==> src/rtl/encoder_8to3_seq.sv <==
// Sequential 8-to-3 encoder: captures a request vector and streams out the index of every set bit.
// Optional feature macro ENC_ZERO_ERR_EN adds an ERR pulse for zero or multi-hot vectors.
module encoder_8to3_seq #(
    parameter int N         = 8,
    parameter int M         = 3,
    parameter bit MSB_FIRST = 1'b0
) (
    input  logic         CLK,
    input  logic         RST,
    input  logic         IN_VLD,
    output logic         IN_RDY,
    input  logic [N-1:0] I,
    output logic         O_VLD,
    input  logic         O_RDY,
    output logic [M-1:0] O,
    output logic         O_LAST
`ifdef ENC_ZERO_ERR_EN
    ,
    output logic         ERR
`endif
);

    typedef enum logic [0:0] {
        ST_IDLE = 1'b0,
        ST_SCAN = 1'b1
    } state_t;

    state_t         state_q;
    state_t         state_d;
    logic [N-1:0]   pend_q;
    logic [N-1:0]   pend_d;

    logic [M-1:0]   idx_s;
    logic           one_hot_s;
    logic           scan_s;
    logic           o_vld_s;
    logic           o_last_s;
    logic           in_rdy_s;
    logic           accept_s;
    logic           out_hs_s;

    // Priority scan over pend: the last match in iteration order wins.
    always_comb begin
        idx_s = {M{1'b0}};
        if (MSB_FIRST) begin
            for (int k = 0; k < N; k++) begin
                idx_s = pend_q[k] ? M'(k) : idx_s;
            end
        end else begin
            for (int k = N - 1; k >= 0; k--) begin
                idx_s = pend_q[k] ? M'(k) : idx_s;
            end
        end
    end

    // Handshake qualifiers; outputs are forced quiet while RST is held so no transfer can occur.
    always_comb begin
        one_hot_s = (pend_q != {N{1'b0}}) && ((pend_q & (pend_q - N'(1))) == {N{1'b0}});
        scan_s    = (state_q == ST_SCAN);
        o_vld_s   = !RST && scan_s;
        o_last_s  = o_vld_s && one_hot_s;
        out_hs_s  = o_vld_s && O_RDY;
        in_rdy_s  = !RST && (!scan_s || (out_hs_s && o_last_s));
        accept_s  = IN_VLD && in_rdy_s;
    end

    // Next-state and pending-vector update.
    always_comb begin
        state_d = state_q;
        pend_d  = pend_q;
        if (RST) begin
            state_d = ST_IDLE;
            pend_d  = {N{1'b0}};
        end else begin
            case (state_q)
                ST_IDLE: begin
                    state_d = ST_IDLE;
                end
                ST_SCAN: begin
                    if (out_hs_s) begin
                        pend_d  = pend_q & ~(N'(1) << idx_s);
                        state_d = o_last_s ? ST_IDLE : ST_SCAN;
                    end else begin
                        state_d = ST_SCAN;
                    end
                end
                default: begin
                    state_d = ST_IDLE;
                    pend_d  = {N{1'b0}};
                end
            endcase
            // A new vector may land in the same cycle the previous last index leaves.
            if (accept_s) begin
                pend_d  = I;
                state_d = (I != {N{1'b0}}) ? ST_SCAN : ST_IDLE;
            end else begin
                pend_d  = pend_d;
            end
        end
    end

    // State and pending registers.
    always_ff @(posedge CLK) begin
        state_q <= state_d;
        pend_q  <= pend_d;
    end

    assign IN_RDY = in_rdy_s;
    assign O_VLD  = o_vld_s;
    assign O      = RST ? {M{1'b0}} : idx_s;
    assign O_LAST = o_last_s;

`ifdef ENC_ZERO_ERR_EN
    logic err_q;
    logic err_d;

    // Flag an accepted vector that is not exactly one-hot.
    always_comb begin
        if (RST) begin
            err_d = 1'b0;
        end else begin
            err_d = accept_s && ((I == {N{1'b0}}) || ((I & (I - N'(1))) != {N{1'b0}}));
        end
    end

    // Error pulse register.
    always_ff @(posedge CLK) begin
        err_q <= err_d;
    end

    assign ERR = err_q;
`endif

endmodule

==> config.mk <==
export PLATFORM = sky130hd
export DESIGN_NAME = encoder_8to3_seq
export DESIGN_NICKNAME = d
export VERILOG_FILES = /design/src/rtl/encoder_8to3_seq.sv
export SDC_FILE = /design/constraint.sdc
export NUM_CORES = 1
export LEC_CHECK = 0
export BUFFER_PORTS_ARGS = -buffer_cell sky130_fd_sc_hd__buf_2
export CORE_AREA = 2 2 39 41
export CTS_CLUSTER_SIZE = 24
export DETAILED_ROUTE_END_ITERATION = 10
export DIE_AREA = 0 0 41 43
export PLACE_DENSITY = 0.78
export SETUP_SLACK_MARGIN = 0.05
export SYNTH_ARGS = -nofsm -noshare
export SYNTH_HDL_FRONTEND = slang
export SYNTH_SLANG_ARGS = --single-unit
==> constraint.sdc <==
create_clock -name CLK -period 4.2 [get_ports CLK]
set_input_delay 0.63 -clock CLK [delete_from_list [all_inputs] [get_ports CLK]]
set_output_delay 0.63 -clock CLK [all_outputs]
set_load 0.05 [all_outputs]
### Word level (Yosys, flattened, before mapping)

Index checks and enable logic that the tools add are counted.

| operators by class | value |
|---|---|
| add/subtract/negate cells | 1 |
| shift-type cells | 1 |
| multiplexer cells | 17 |
| bitwise logic cells | 4 |
| reductions and logical operators | 16 |

Operators with widths:

| cell | number |
|---|---|
| 2-to-1 mux 3 bit | 9 |
| 2-to-1 mux 8 bit | 3 |
| AND 8 bit | 2 |
| nonzero test 8 bit | 2 |
| logical NOT 8 bit | 1 |
| inverter 8 bit | 1 |
| << shifter 1 x 3 -> 8 bit (first input constant) | 1 |
| subtractor 8 x 1 -> 8 bit (second input constant) | 1 |
| logical AND 1 bit | 7 |
| 2-to-1 mux 1 bit | 4 |
| nonzero test 2 bit | 2 |
| logical NOT 1 bit | 2 |
| one-hot mux 1 bit (2 select lines) | 1 |
| AND reduction 2 bit | 1 |
| logical OR 1 bit | 1 |
| inverter 1 bit | 1 |

| word-level totals | value |
|---|---|
| flip-flop bits (word level) | 9 |
| logic and storage cells | 41 |

### Longest topological paths before layout

Gate-level depths: netlist of the first run.

| logic depth | value |
|---|---|
| word-level depth | 14 |
| gate-level depth with buffers | 7 |

### Worst setup path after synthesis of the first run

OpenSTA, ideal clock, no wires.

| timing | value |
|---|---|
| path kind | input -> output |
| from | input port RST |
| to | output port O_LAST |
| arrival time | 3013 ps |
| slack | 557 ps |
| stages on the path | 3 |
| buffers on the path | 0 |
| cells stage by stage | nor2b_1 -> nand3_1 -> nor4_1 |

| between the ends | value |
|---|---|
| longest elaborated chain between the ends | 3 |

Ends and longest elaborated chain:

| element | RTL line | RTL |
|---|---|---|
| start: declaration | 9 | `input logic RST,` |
| logical NOT 1 bit | 60 | `o_vld_s = !RST && scan_s;` |
| logical AND 1 bit | 60 |  |
| logical AND 1 bit | 61 | `o_last_s = o_vld_s && one_hot_s;` |
| end: declaration | 16 | `output logic O_LAST` |

Every way passes these cells.

### Final worst setup path of the first run

| timing | value |
|---|---|
| from | register pend_q[0] |
| to | output port IN_RDY |

| between the ends | value |
|---|---|
| longest elaborated chain between the ends | 8 |
| elaborated cells on any way between the ends | 9 |
| classes of those cells | add/sub (1); bitwise (1); reduce/logical (7) |

Ends and longest elaborated chain:

| element | RTL line | RTL |
|---|---|---|
| start: declaration | 30 | `logic [N-1:0] pend_q;` |
| start signal: assignment | 105 | `pend_q <= pend_d;` |
| subtractor 8 x 1 -> 8 bit | 58 | `one_hot_s = (pend_q != {N{1'b0}}) && ((pend_q & (pend_q - N'(1))) == {N{1'b0}});` |
| AND 8 bit | 58 |  |
| logical NOT 8 bit | 58 |  |
| logical AND 1 bit * | 58 |  |
| logical AND 1 bit * | 61 |  |
| logical AND 1 bit * | 63 | `in_rdy_s = !RST && (!scan_s \|\| (out_hs_s && o_last_s));` |
| logical OR 1 bit * | 63 |  |
| logical AND 1 bit * | 63 |  |
| end: declaration | 11 | `output logic IN_RDY,` |

Every way passes the cells marked *; elsewhere a longest branch is shown, timed or not.

==> impl_metrics.json, run 1 <==
{
  "status": "finished clean",
  "wl_per_cell_um": 14.46,
  "setup_ws_ps": 1075,
  "ctsResizeCount": 0,
  "path_cells": "or4_4 > o32a_4 > o41ai_4 > buf_2",
  "utilization": 0.5651,
  "cts-htree-levels": 1,
  "synthCells": 72,
  "hold-path-cell-count": 2,
  "synth_edf_count": 0,
  "grt_max_degree": 11,
  "whs_ps": 506.1,
  "yosysSeqAreaShare": 0.2647,
  "rr_worst_depth": 5,
  "antenna_found_initial": 0,
  "p_clk_frac": 0.236,
  "reg2reg_to": "pend_q[5]$_SDFFE_PP0P_",
  "slowest_stage": "or4_4",
  "drt_iter0_drc": 14,
  "worst_pin_slew_ps": 520.6,
  "slew_viol_final": 0,
  "antenna_left": 0,
  "setup_viol": 0,
  "ys_warn_count": 0,
  "seqPwrFrac": 0.392,
  "cts_tree": "done",
  "cts_made_buffers": 3,
  "die_h_um": 43,
  "rr_startpoint": "pend_q[0]$_SDFFE_PP0P_",
  "clk_latency_ps": 250,
  "hpwl_mm": 1.177,
  "tns_ps": 0,
  "clock-sinks": 9,
  "die_w_um": 41,
  "cp_max_fo": 10,
  "post-route-drc-count": 0,
  "cts_setup_buffers": 0,
  "cap_violations": 0,
  "diodes": 0,
  "hp-start": "scan_s$_SDFF_PP0_",
  "hp-class": "reg2reg",
  "clk_pin_slew_ps": 60,
  "synth_top_cell_by_area": "dfxtp_1",
  "netlist_top_cells_area": "dfxtp_1 26%, mux2_4 8.8%, a41o_1 4.4%, o41ai_4 4.0%, and3_2 3.3%",
  "gr-total-overflow": 0,
  "p_int_uw": 168.1,
  "cp.required_ps": 3570,
  "preCtsSetupSlack_ps": 1344,
  "clockBufferDepth": 2,
  "fin_crit_ps": 3125,
  "grt_pass1_vias": 585,
  "slew-limit-headroom": 0.6529,
  "gr-usage-all-layers": 0.2077,
  "first_pass_iters": 4,
  "p_per_area_nw_per_um2": 341.3,
  "synth_ff_type": "dfxtp_1",
  "synth.most_common_cell": "dfxtp_1",
  "endpoint_kind": "primary output",
  "cts-root-buf": "clkbuf_4",
  "vias": 663,
  "start_kind": "flop",
  "critPathKind": "reg2out",
  "num-nets-final": 103,
  "synth_top_area_frac": 0.2647,
  "period_share": 0.7440,
  "start_util": 0.4919,
  "syn_to_final_growth_pct": 14.89,
  "port_buffers": 17,
  "swShare": 0.3699,
  "routed_wl_mm": 1.533,
  "core-area_um2": 1384,
  "p_sw_uw": 98.71,
  "arrival_ps": 2490,
  "grt_pass1_wl_mm": 2.497,
  "rsz0062_at_grt": "no",
  "power_leakage_nw": 0.3779,
  "ys_top_cells_by_count": "9 x dfxtp_1, 6 x nor2_1, 4 x inv_1, 4 x mux2_4, 4 x nor3_1",
  "synth.avg_cell_area_um2": 9.454,
  "syn_area_um2": 680.7,
  "routabilityCongestion": 0.8925,
  "drive_gt1_frac": 0.3889,
  "viasPerCell": 6.255,
  "r2r_slack_ps": 1700,
  "synth_fp_nets": 84,
  "holdPathEnd": "scan_s$_SDFF_PP0_",
  "hold_viol": 0,
  "fmax_mhz": 320.0,
  "pin_count": 18,
  "die_area_um2": 1763,
  "finalClockSkew_ps": 0.8491,
  "rows": 14,
  "ys_seq_elements": 9,
  "cpPeakStageDelay_ps": 620,
  "synthDistinctLibCells": 36,
  "power_frac_comb": 0.372,
  "ir_drop_v": 0.0001801,
  "async_reset_ff_frac": 0,
  "holdBufCountCts": 0
}
## layer usage
layer	track usage	wire (um)
met1	0.2704	655
met2	0.3125	762
met3	0.04188	115
met4	0.1000	0
met5	0	0
## worst max-delay path: cells and delay by family, from the launching register on
family	cells	cell delay, ps
and+or+nand+nor	1	620
buffers and inverters	1	350
DFF	1	390
AOI/OAI and AO/OA	2	880
## cell usage in the layout, fill, tap and decap left out, types with 2 or more instances in the layout
| cell | n |
|---|---|
| buf_2 | 17 |
| dfxtp_1 | 9 |
| nor2_1 | 6 |
| mux2_4 | 4 |
| inv_1 | 4 |
| nor3_1 | 4 |
| nor4_1 | 3 |
| o21ai_0 | 3 |
| and3_2 | 3 |
| a41o_1 | 3 |
| clkbuf_4 | 3 |
| or2_2 | 2 |
| nand4_1 | 2 |
| nand3_1 | 2 |
| mux2i_1 | 2 |
| or4_1 | 2 |
## worst max path at each step
stage | start | endpoint | slack [ps]
detailed placement | pend_q[0]$_SDFFE_PP0P_ | IN_RDY | 1340
floorplan | RST | O_LAST | 560
CTS | pend_q[0]$_SDFFE_PP0P_ | IN_RDY | 1060
global route | pend_q[0]$_SDFFE_PP0P_ | IN_RDY | 970
finish | pend_q[0]$_SDFFE_PP0P_ | IN_RDY | 1080
global placement | pend_q[0]$_SDFFE_PP0P_ | IN_RDY | 1390
## flip-flops by register name (all words and copies together) (netlist names)
signal and cells:
pend_q 8, scan_s 1
## logic make-up (layout without fill, tap and decap cells)
logic type	Yosys count	count (layout)	synth area share
buf+inv	7	25	0.06617
mux	6	6	0.1177
simple gates	31	31	0.2739
flops	9	9	0.2647
compound gates	19	19	0.2776
## area by class of cell
type,instances,area (um^2)
Clock buffer,4,26.28
Fill cell,126,601.8
Inverter,4,15.01
Multi-Input combinational cell,56,455.4
Sequential cell,9,180.2
Tap cell,16,20.02
Timing Repair Buffer,17,85.08
## per-stage QoR
step | power (mW) | instance area (um^2) | std cells
after floorplan | 0.1880 | 680.7 | 72
after global placement | 0.2026 | 755.7 | 102
after detailed placement | 0.2046 | 755.7 | 102
after CTS | 0.2688 | 782.0 | 106
after global routing | 0.2835 | 782.0 | 106
final | 0.2669 | 782.0 | 106
## power by group through the flow
stage / Sequential [mW] / Combinational (mW) / Clock [mW]
after detailed placement: 0.106 / 0.0989 / 0
final: 0.105 / 0.0992 / 0.0631
after floorplan: 0.101 / 0.0874 / 0
after CTS: 0.104 / 0.0996 / 0.0653
after global placement: 0.105 / 0.0974 / 0
after global routing: 0.106 / 0.106 / 0.0712
Note: power is estimated with default switching activity, not from simulation.
==> run 2, diff against run 1 <==
CORE_AREA = unset   (was 2 2 39 41)
CORE_MARGIN = 1   (was unset)
CORE_UTILIZATION = 50   (was unset)
DIE_AREA = unset   (was 0 0 41 43)
PLACE_DENSITY = 0.76   (was 0.78)
clock period = 3.1 ns   (was 4.2 ns; I/O delays follow)
==> impl_metrics.json, run 2 (same netlist as run 1, synthesis figures left out) <==
{
  "drive_gt1_frac": 0.4000,
  "endpoint_kind": "primary output",
  "port_buffers": 17,
  "largest_register_ffs": 8,
  "final_design_area_no_fill_um2": 785.8,
  "fmax_mhz": 336.8,
  "worst_pin_slew_ps": 623.8,
  "clk_pin_slew_ps": 70,
  "cts-root-buf": "clkbuf_4",
  "syn_to_final_growth_pct": 15.44,
  "holdBufCountCts": 0,
  "layout_common_cells": "17 x buf_2, 9 x dfxtp_1, 6 x nor2_1",
  "slew-limit-headroom": 0.5842,
  "first_pass_iters": 4,
  "cts-htree-levels": 1,
  "slew_viol_final": 0,
  "hpwl_mm": 1.266,
  "clk_latency_ps": 260,
  "use_met2": 0.4000,
  "grt.busiest_layer": "met2",
  "hold-path-cell-count": 2,
  "diodes": 0,
  "status": "finished clean",
  "cts_setup_buffers": 0,
  "routed_wl_mm": 1.623,
  "die_area_um2": 1513,
  "cts_tree": "done",
  "place_area_um2": 759.5,
  "post-route-drc-count": 0,
  "viasPerCell": 6.385,
  "use_met1": 0.3544,
  "grt_pass1_wl_mm": 2.635,
  "clockBufferDepth": 2,
  "pin_count": 18,
  "grt_max_degree": 11,
  "num-nets-final": 103,
  "antenna_found_initial": 0,
  "hold_viol": 0,
  "wl_per_cell_um": 15.61,
  "cp.required_ps": 2630,
  "cts_made_buffers": 3,
  "p_per_area_nw_per_um2": 476.3,
  "top_register": "pend_q",
  "vias": 664,
  "start_util": 0.5738,
  "clock-sinks": 9,
  "drt_iter0_drc": 11,
  "die_h_um": 38.90,
  "power_leakage_nw": 0.3786,
  "gr-usage-all-layers": 0.2578,
  "setup_viol": 0,
  "rr_worst_depth": 5,
  "routabilityCongestion": 0.7776,
  "tns_ps": 0,
  "fin_crit_ps": 2969,
  "grt_pass1_vias": 592,
  "ir_drop_v": 0.0002507,
  "cp_max_fo": 10,
  "antenna_left": 0,
  "ctsResizeCount": 0,
  "critPathKind": "reg2out",
  "hp-class": "in2reg",
  "rsz0062_at_grt": "no",
  "period_share": 0.9578,
  "finalClockSkew_ps": 8.761,
  "cap_violations": 0,
  "met3_usage": 0.05202,
  "gr-total-overflow": 0,
  "die_w_um": 38.90,
  "mostFrequentLayoutCell": "buf_2",
  "start_kind": "flop",
  "rows": 12,
  "core-area_um2": 1186,
  "arrival_ps": 2500
}
run 2: cell counts in the layout (fill, tap and decap cells not counted):
No cell type changed its count.
run 2: metrics by stage:
stage	total power [mW]	setup slack, ps	cells	hold WS [ps]	util
global placement	0.2772	446.5	100	494.4	0.6403
CTS	0.3744	124.6	104	434.5	0.6624
floorplan	0.2565	140.2	72	448.5	-
detailed placement	0.2808	410.1	100	503.7	0.6403
global route	0.3924	60.46	104	436.9	0.6624
finish	0.3742	130.7	104	438.6	0.6624
run 2: metal layers:
layer	part of all wire	vias to the layer above
li1	-	325
met1	0.48	320
met2	0.48	19
met3	0.041	0
met4	0	0
met5	0	-
run 2: critical path, cell delays in order, from the launching register on:
cell     delay [ps]
dfxtp_1         390
or4_4           630
o32a_4          410
o41ai_4         470
buf_2           340
run 2: layout make-up:
type	instances	area (um^2)
well taps	14	17.52
clock buffers	4	26.28
flip-flops and latches	9	180.2
multi-input cells	56	461.7
fillers	108	400.4
inverters	4	15.01
repair buffers	17	85.08
run 2: worst paths after layout:
kind / startpoint / slack, ps / endpoint
max reg2reg: pend_q[0]$_SDFFE_PP0P_ / 610 / pend_q[5]$_SDFFE_PP0P_
min: I[5] / 440 / pend_q[5]$_SDFFE_PP0P_
max: pend_q[0]$_SDFFE_PP0P_ / 130 / IN_RDY
min reg2reg: scan_s$_SDFF_PP0_ / 510 / scan_s$_SDFF_PP0_
run 2: report_power, final:
group	total (mW)	switching, mW	internal [mW]	leakage (nW)
sequential	0.142	0.0161	0.125	0.0743
combinational	0.138	0.0848	0.0535	0.289
clock	0.0944	0.0447	0.0497	0.0150
